### config.mk
export PLATFORM = sky130hd
export DESIGN_NAME = aes_round_sequencer
export DESIGN_NICKNAME = d
export VERILOG_FILES = /design/src/rtl/aes_round_sequencer.sv
export SDC_FILE = /design/constraint.sdc
export NUM_CORES = 1
export LEC_CHECK = 0
export ABC_AREA = 1
export BUFFER_PORTS_ARGS = -buffer_cell sky130_fd_sc_hd__buf_2
export CAP_MARGIN = 20
export CORE_MARGIN = 8
export CORE_UTILIZATION = 30
export CTS_BUF_LIST = sky130_fd_sc_hd__clkbuf_4
export DETAILED_ROUTE_END_ITERATION = 16
export GPL_ROUTABILITY_DRIVEN = 0
export PLACE_DENSITY_LB_ADDON = 0.1
export SLEW_MARGIN = 15
export SYNTH_ARGS = -nofsm -noshare
export SYNTH_HDL_FRONTEND = slang
export SYNTH_SLANG_ARGS = --single-unit
export TNS_END_PERCENT = 30
### constraint.sdc
create_clock -name clk -period 1.8 [get_ports clk]
set_input_delay 0.36 -clock clk [delete_from_list [all_inputs] [get_ports clk]]
set_output_delay 0.36 -clock clk [all_outputs]
set_load 0.005 [all_outputs]
### src/rtl/aes_round_sequencer.sv
`timescale 1ns/1ps
`default_nettype none
// ============================================================================
// Module   : aes_round_sequencer
// Purpose  : Control FSM that steps an iterative AES datapath through its rounds.
// Revision : 1.0
// ============================================================================
module aes_round_sequencer #(
    parameter int CLK_PER_ROUND = 4,
    localparam int PW = (CLK_PER_ROUND > 1) ? $clog2(CLK_PER_ROUND) : 1
) (
    input  logic          clk,
    input  logic          kill,
    input  logic          in_en,
    input  logic [1:0]    key_len,
    input  logic          dec,
    input  logic          irq_clr,
    output logic          start,
    output logic          in_ready,
    output logic          busy,
    output logic [3:0]    round_idx,
    output logic [PW-1:0] round_phase,
    output logic          key_ready,
    output logic          en_mixcol,
    output logic          dec_mode,
    output logic          out_en,
    output logic          in_en_collision_irq,
    output logic          cfg_err
);

    localparam logic [PW-1:0] PHASE_LAST = PW'(CLK_PER_ROUND - 1);
    localparam logic [1:0]    KEY_LEN_RSVD = 2'b11;

    typedef enum logic [1:0] {
        S_IDLE  = 2'd0,
        S_INIT  = 2'd1,
        S_ROUND = 2'd2,
        S_DONE  = 2'd3
    } state_t;

    state_t        state_q, state_d;
    logic [3:0]    round_q, round_d;
    logic [PW-1:0] phase_q, phase_d;
    logic [3:0]    nr_q, nr_d;
    logic          dec_q, dec_d;
    logic          coll_q, coll_d;
    logic          cfg_q, cfg_d;
    logic          ready_w;
    logic          accept_w;

    assign ready_w  = (state_q == S_IDLE) || (state_q == S_DONE);
    assign accept_w = in_en && ready_w && (key_len != KEY_LEN_RSVD);

    always_ff @(posedge clk or posedge kill) begin
        if (kill) begin
            state_q <= S_IDLE;
            round_q <= '0;
            phase_q <= '0;
            nr_q    <= '0;
            dec_q   <= 1'b0;
            coll_q  <= 1'b0;
            cfg_q   <= 1'b0;
        end else begin
            state_q <= state_d;
            round_q <= round_d;
            phase_q <= phase_d;
            nr_q    <= nr_d;
            dec_q   <= dec_d;
            coll_q  <= coll_d;
            cfg_q   <= cfg_d;
        end
    end

    always_comb begin
        state_d = state_q;
        round_d = round_q;
        phase_d = phase_q;
        nr_d    = nr_q;
        dec_d   = dec_q;
        coll_d  = coll_q;
        cfg_d   = cfg_q;

        // A set event in the same cycle as irq_clr must win, so clear first.
        if (irq_clr) begin
            coll_d = 1'b0;
            cfg_d  = 1'b0;
        end
        if (in_en && !ready_w) begin
            coll_d = 1'b1;
        end
        if (in_en && (key_len == KEY_LEN_RSVD)) begin
            cfg_d = 1'b1;
        end

        case (state_q)
            S_IDLE, S_DONE: begin
                round_d = '0;
                phase_d = '0;
                state_d = S_IDLE;
                if (accept_w) begin
                    state_d = S_INIT;
                    // Nr = 10 + 2*key_len for the three legal encodings.
                    nr_d    = 4'd10 + {1'b0, key_len, 1'b0};
                    dec_d   = dec;
                end
            end
            S_INIT: begin
                state_d = S_ROUND;
                round_d = 4'd1;
                phase_d = '0;
            end
            S_ROUND: begin
                if (phase_q == PHASE_LAST) begin
                    phase_d = '0;
                    if (round_q == nr_q) begin
                        state_d = S_DONE;
                    end else begin
                        round_d = round_q + 4'd1;
                    end
                end else begin
                    phase_d = phase_q + PW'(1);
                end
            end
            default: begin
                state_d = S_IDLE;
            end
        endcase
    end

    always_comb begin
        start               = (state_q == S_INIT);
        in_ready            = ready_w;
        busy                = (state_q == S_INIT) || (state_q == S_ROUND);
        key_ready           = (state_q == S_INIT) ||
                              ((state_q == S_ROUND) && (phase_q == '0));
        en_mixcol           = (state_q == S_ROUND) && (round_q == nr_q);
        out_en              = (state_q == S_DONE);
        round_idx           = round_q;
        round_phase         = phase_q;
        dec_mode            = dec_q;
        in_en_collision_irq = coll_q;
        cfg_err             = cfg_q;
    end

endmodule
`default_nettype wire

==> reports/metrics.cfg, run 1 <==
[cts]
htreeDepth=1
cts_sinks=14
numCtsBuffers=3
cts_hold_buf=0
clock-root-buffer=clkbuf_4
cts.reportedPaths.clkPinSlew_ns=0.09
clk_latency_ns=0.28
cts_buffer_depth=2
cts_tree=done

[logic_synthesis]
ys_seq_area_frac=0.4236
synthMuxAreaShare=0.01362
yosys.area_share.simple=0.3026
avgSynthCellArea_um2=8.030
synth_compound_area_frac=0.03480
synth_adder_area_share=0.1059
syn_area_um2=827.0
syn_nets=117
ys_types=15
ys_seq_elements=14
synth_warnings=0
synthCells=103
synthXorXnorAreaFrac=0.01059
synth_top_family_by_area=simple AND/OR/NAND/NOR gates

[power]
switching_share=0.2351
power.density_nw_per_um2=528.4
pwr-share-comb=0.064
seqPwrFrac=0.591
power_mw=0.5408
switchingPower_mw=0.1272
clockPowerShare=0.345
power_leakage_nw=0.6155
internal_power_mw=0.4136
vdd_ir_drop_max_mv=0.2024

[placement]
dp_cells=155
dpl.hpwl_um=1468
portBuffers=21

[detailed_routing]
vias_per_cell=4.335
drt-wirelength-per-cell_um=11.55
drtIter0Drc=15
routed_wl_um=1859
route.antenna.remaining_nets=0
firstDrtPassIters=4
drc=0
via_count=698

[timing]
period_needed_ns=1.645
fin_skew_ns=0.006516
relSlewSlack=0.6195
period_share=0.9141
whs_ns=0.1180
rsz0062_at_grt=no
worst_pin_slew_ns=0.5701
hold_violations=0
setup_tns_ns=0
fmax_mhz=607.8
finalSetupViolations=0
drv_slew=0

[final_layout]
seqCellArea_um2=352.8
final_cell_mix=nand2_1 (29), inv_1 (21), buf_2 (21)
drive_gt1_frac=0.2846
multi_input_area_um2=399.1
synthToLayoutAreaGrowth_pct=23.75
final_util=0.3810
instances_no_fill=161
num_antenna_cells=0
nets=145
n_fill_cell=299
mostFrequentLayoutCell=nand2_1

[floorplan]
start_util=0.3079
core_um2=2686
io_pins=22
die_w_um=68.51
die_y_um=68.51
row_count=19
die_area_um2=4693

[global_route]
grt_pass1_wl_um=3111
grt_max_degree=15
grt_use_total=0.08879
grt-ovfl-total=0
met3_usage=0.02585
antenna_found_initial=0
grt_util_met2=0.1301
grt_most_used_layer=met2
grt_pass1_vias=695
grtUsageMet1=0.1183

[critical_path]
critPathKind=flop to primary output
path_max_fanout=6
cp-end-kind=primary output
critPathArrivalTime_ns=1.29
cp-start-kind=flop
required_ns=1.44

[run]
max_cap_viol_count=0

[worst_hold_path]
min_path_type=primary input to async pin

[status]
status=complete, no violations

kinds of logic after synthesis:
logic type	Yosys count
and+or+nand+nor	53
buffers and inverters	22
DFF	14
adders and majority gates	7
AOI/OAI and AO/OA	5
xor gates and xnor gates	1
muxes	1
worst paths after layout:
check | start | endpoint | slack [ns] | depth (start not counted)
max | round_idx[2] | en_mixcol | 0.15 | 6
min reg2reg | nr_q[3] | nr_q[3] | 0.49 | 2
min in group clk | key_len[0] | nr_q[1] | 0.27 | 2
max reg2reg | state_q[0] | round_idx[3] | 0.41 | 9
min | kill | in_en_collision_irq | 0.12 | 2
max in group asynchronous | kill | round_idx[2] | 1.27 | 2
what timing repair did:
action,CTS,global route
pin swaps,0,2
gates resized for setup,1,3
setup buffers,0,2
endpoints found under the setup margin,1,1
synthesized netlist by cell type (all sizes together):
master  number  area [µm²]
xnor2        1       8.760
nor2         8       45.04
o22ai        3       18.77
ha           7       87.58
a21oi        1       5.000
nand3       13       77.58
inv         21       78.83
nand2       32       127.6
dfrtp       14       350.3
o21ai        1       5.000
mux2         1       11.26
buf          1       11.26
power by group through the flow:
stage / sequential, mW / combinational (mW) / clock [mW]
3_3_place_gp: 0.326 / 0.0360 / 0
2_1_floorplan: 0.326 / 0.0177 / 0
3_5_place_dp: 0.326 / 0.0363 / 0
4_1_cts: 0.320 / 0.0363 / 0.199
6_report: 0.320 / 0.0348 / 0.186
5_1_grt: 0.320 / 0.0411 / 0.209
per-layer routing:
| layer | routed length [µm] | up-vias |
|---|---|---|
| met5 | 0 | - |
| met1 | 894 | 315 |
| met2 | 848 | 12 |
| li1 | - | 369 |
| met3 | 103 | 2 |
| met4 | 13 | 0 |
worst max-delay path, cell delays in order (launching register included):
cell and delay, ns:
dfrtp_2 0.45, nand2_1 0.09, nand2_2 0.06, nor2_4 0.15
nand3_4 0.10, inv_1 0.06, buf_2 0.10
per-stage QoR:
step	area, µm²	setup slack (ns)
2_1_floorplan	827.0	0.3598
3_3_place_gp	967.2	0.2635
3_5_place_dp	967.2	0.2582
4_1_cts	996.0	0.04787
5_1_grt	1023	0.02405
6_report	1023	0.1546
state kept, by name, summed over array words and instances (netlist names):
| name | count |
|---|---|
| nr_q | 3 |
| cfg_err | 1 |
| in_en_collision_irq | 1 |
| round_idx | 4 |
| dec_mode | 1 |
| round_phase | 2 |
| state_q | 2 |
area by class of cell:
cell class,count,area share
Multi-Input combinational cell,67,0.3900
Sequential cell,14,0.3447
Timing Repair Buffer,24,0.1247
Inverter,21,0.07702
Tap cell,31,0.03790
Clock buffer,3,0.02200
Clock inverter,1,0.003667
(Power assumes the default switching activity.)
==> run 2, diff against run 1 <==
- clock period: 1.8 -> 1.7 ns (I/O delays scaled with it)
==> run 2 against run 1 <==
Flip-flop and latch count did not move; combinational power rose by 6.3%; sequential share of layout area fell by 2.1 points; cell count rose by 5.0%; register-to-register slack got worse by 0.09 ns; cell area rose by 6.5%; setup slack got worse by 0.083 ns; sequential power rose by 6%; wire length rose by 5.0%; clock-buffer cell count did not move; largest cell class unchanged; critical path depth rose by 1; core utilization rose by 2.5 points.
==> reports/metrics.cfg, run 2 (synthesized netlist as in run 1, its figures left out) <==
[timing]
setup_ws_ns=0.07117
relSlewSlack=0.6265
period_share=0.9581
period_needed_ns=1.629
finalSetupViolations=0
fmax_mhz=613.9
drv_slew=0
fin_skew_ns=0.003158
hold_violations=0
worst_pin_slew_ns=0.5596
whs_ns=0.1031

[critical_path]
critPathKind=flop to primary output
r2r_cells=9
path_max_fanout=5
endpoint=en_mixcol
r2r-start=state_q[0]
critical_path.cell_chain=inv_1 > nand2_1 > nand2_2 > nor2_4 > nand3_4 > inv_2 > buf_2
cp-start-kind=flop
worst-r2r-setup-slack_ns=0.32
cp-startpoint=round_idx[2]
cp-end-kind=primary output
required_ns=1.36
slowest_delay_ns=0.42
r2r_end=round_idx[3]
critPathSlowestCell=dfrtp_2
critPathArrivalTime_ns=1.29

[worst_hold_path]
min_path_type=primary input to async pin

[detailed_routing]
vias_per_cell=4.361
routed_wl_um=1952
drt-wirelength-per-cell_um=11.55
via_count=737
drtIter0Drc=21
drc=0
firstDrtPassIters=6
route.antenna.remaining_nets=0

[power]
switching_share=0.2220
switchingPower_mw=0.1241
power_leakage_nw=0.6533
internal_power_mw=0.4349
power_mw=0.5590
clockPowerShare=0.329
power.density_nw_per_um2=513.0
pwr-share-comb=0.066
vdd_ir_drop_max_mv=0.3551
seqPwrFrac=0.605

[final_layout]
num_antenna_cells=0
nets=154
instances_no_fill=169
final_cell_mix=nand2_1 (28), buf_2 (21), inv_1 (19)
mostFrequentLayoutCell=nand2_1
drive_gt1_frac=0.3551
synthToLayoutAreaGrowth_pct=31.77
largest_reg_flops=4
n_fill_cell=299

[placement]
portBuffers=21
dp_cells=155
dpl.hpwl_um=1491
place_ws_ns=0.1636

[cts]
cts_buffer_depth=2
cts.reportedPaths.clkPinSlew_ns=0.08
numCtsBuffers=3
clock-root-buffer=clkbuf_4
cts_hold_buf=0
htreeDepth=1
clk_latency_ns=0.27
cts_tree=done
cts_sinks=14

[floorplan]
die_area_um2=4693
die_w_um=68.51
io_pins=22
core_um2=2686
start_util=0.3079
row_count=19
die_y_um=68.51

[global_route]
grt_pass1_wl_um=3222
grt_max_degree=15
antenna_found_initial=0
grt-ovfl-total=0
grt_use_total=0.09079
grt_pass1_vias=721

[status]
status=complete, no violations

[run]
max_cap_viol_count=0

## run 2: what timing repair did
item                                    in CTS  in global routing
endpoints found under the setup margin       3                  1
pin swaps                                    0                  2
setup buffers                                0                 11
gates resized for setup                      3                  4
## run 2: routing by layer
layer / vias to the layer above / track usage / wire, µm
met5: - / 0 / 0
met4: 0 / 0.04092 / 13
met3: 2 / 0.03554 / 135
li1: 386 / - / -
met2: 14 / 0.1487 / 945
met1: 335 / 0.1021 / 858
## run 2: final cells by class
| type | count | area (µm²) | area share |
|---|---|---|---|
| inverters | 21 | 78.83 | 0.07233 |
| clock buffers | 3 | 22.52 | 0.02067 |
| repair buffers | 33 | 195.2 | 0.1791 |
| well taps | 31 | 38.79 | 0.03559 |
| multi-input cells | 67 | 401.6 | 0.3685 |
| flip-flops and latches | 14 | 352.8 | 0.3238 |
## run 2: per-stage QoR
step	area, µm²	TNS (ns)	util
after global placement	967.2	0	0.3600
after CTS	1003	0	0.3735
final	1090	0	0.4057
after detailed placement	967.2	0	0.3600
after global routing	1090	-0.001977	0.4057
after floorplan	827.0	0	-
## run 2: worst min path at each step
stage / start / endpoint / slack [ns]
2_1_floorplan: kill / cfg_err / 0.23
5_1_grt: kill / state_q[1] / 0.15
6_report: kill / state_q[1] / 0.10
3_5_place_dp: kill / in_en_collision_irq / 0.43
4_1_cts: kill / state_q[1] / 0.12
3_3_place_gp: kill / in_en_collision_irq / 0.44
## run 2: critical path: cells and delay by family, from the launching register on
family	cells	cell delay, ns
flip-flops	1	0.42
AND/OR/NAND/NOR	4	0.40
buffers and inverters	3	0.20
## run 2: power groups by stage
stage          combinational, mW  clock, mW  sequential, mW
5_1_grt                   0.0437      0.208           0.339
6_report                  0.0370      0.184           0.338
4_1_cts                   0.0388      0.196           0.338
3_3_place_gp              0.0391          0           0.345
3_5_place_dp              0.0385          0           0.345
2_1_floorplan             0.0188          0           0.346
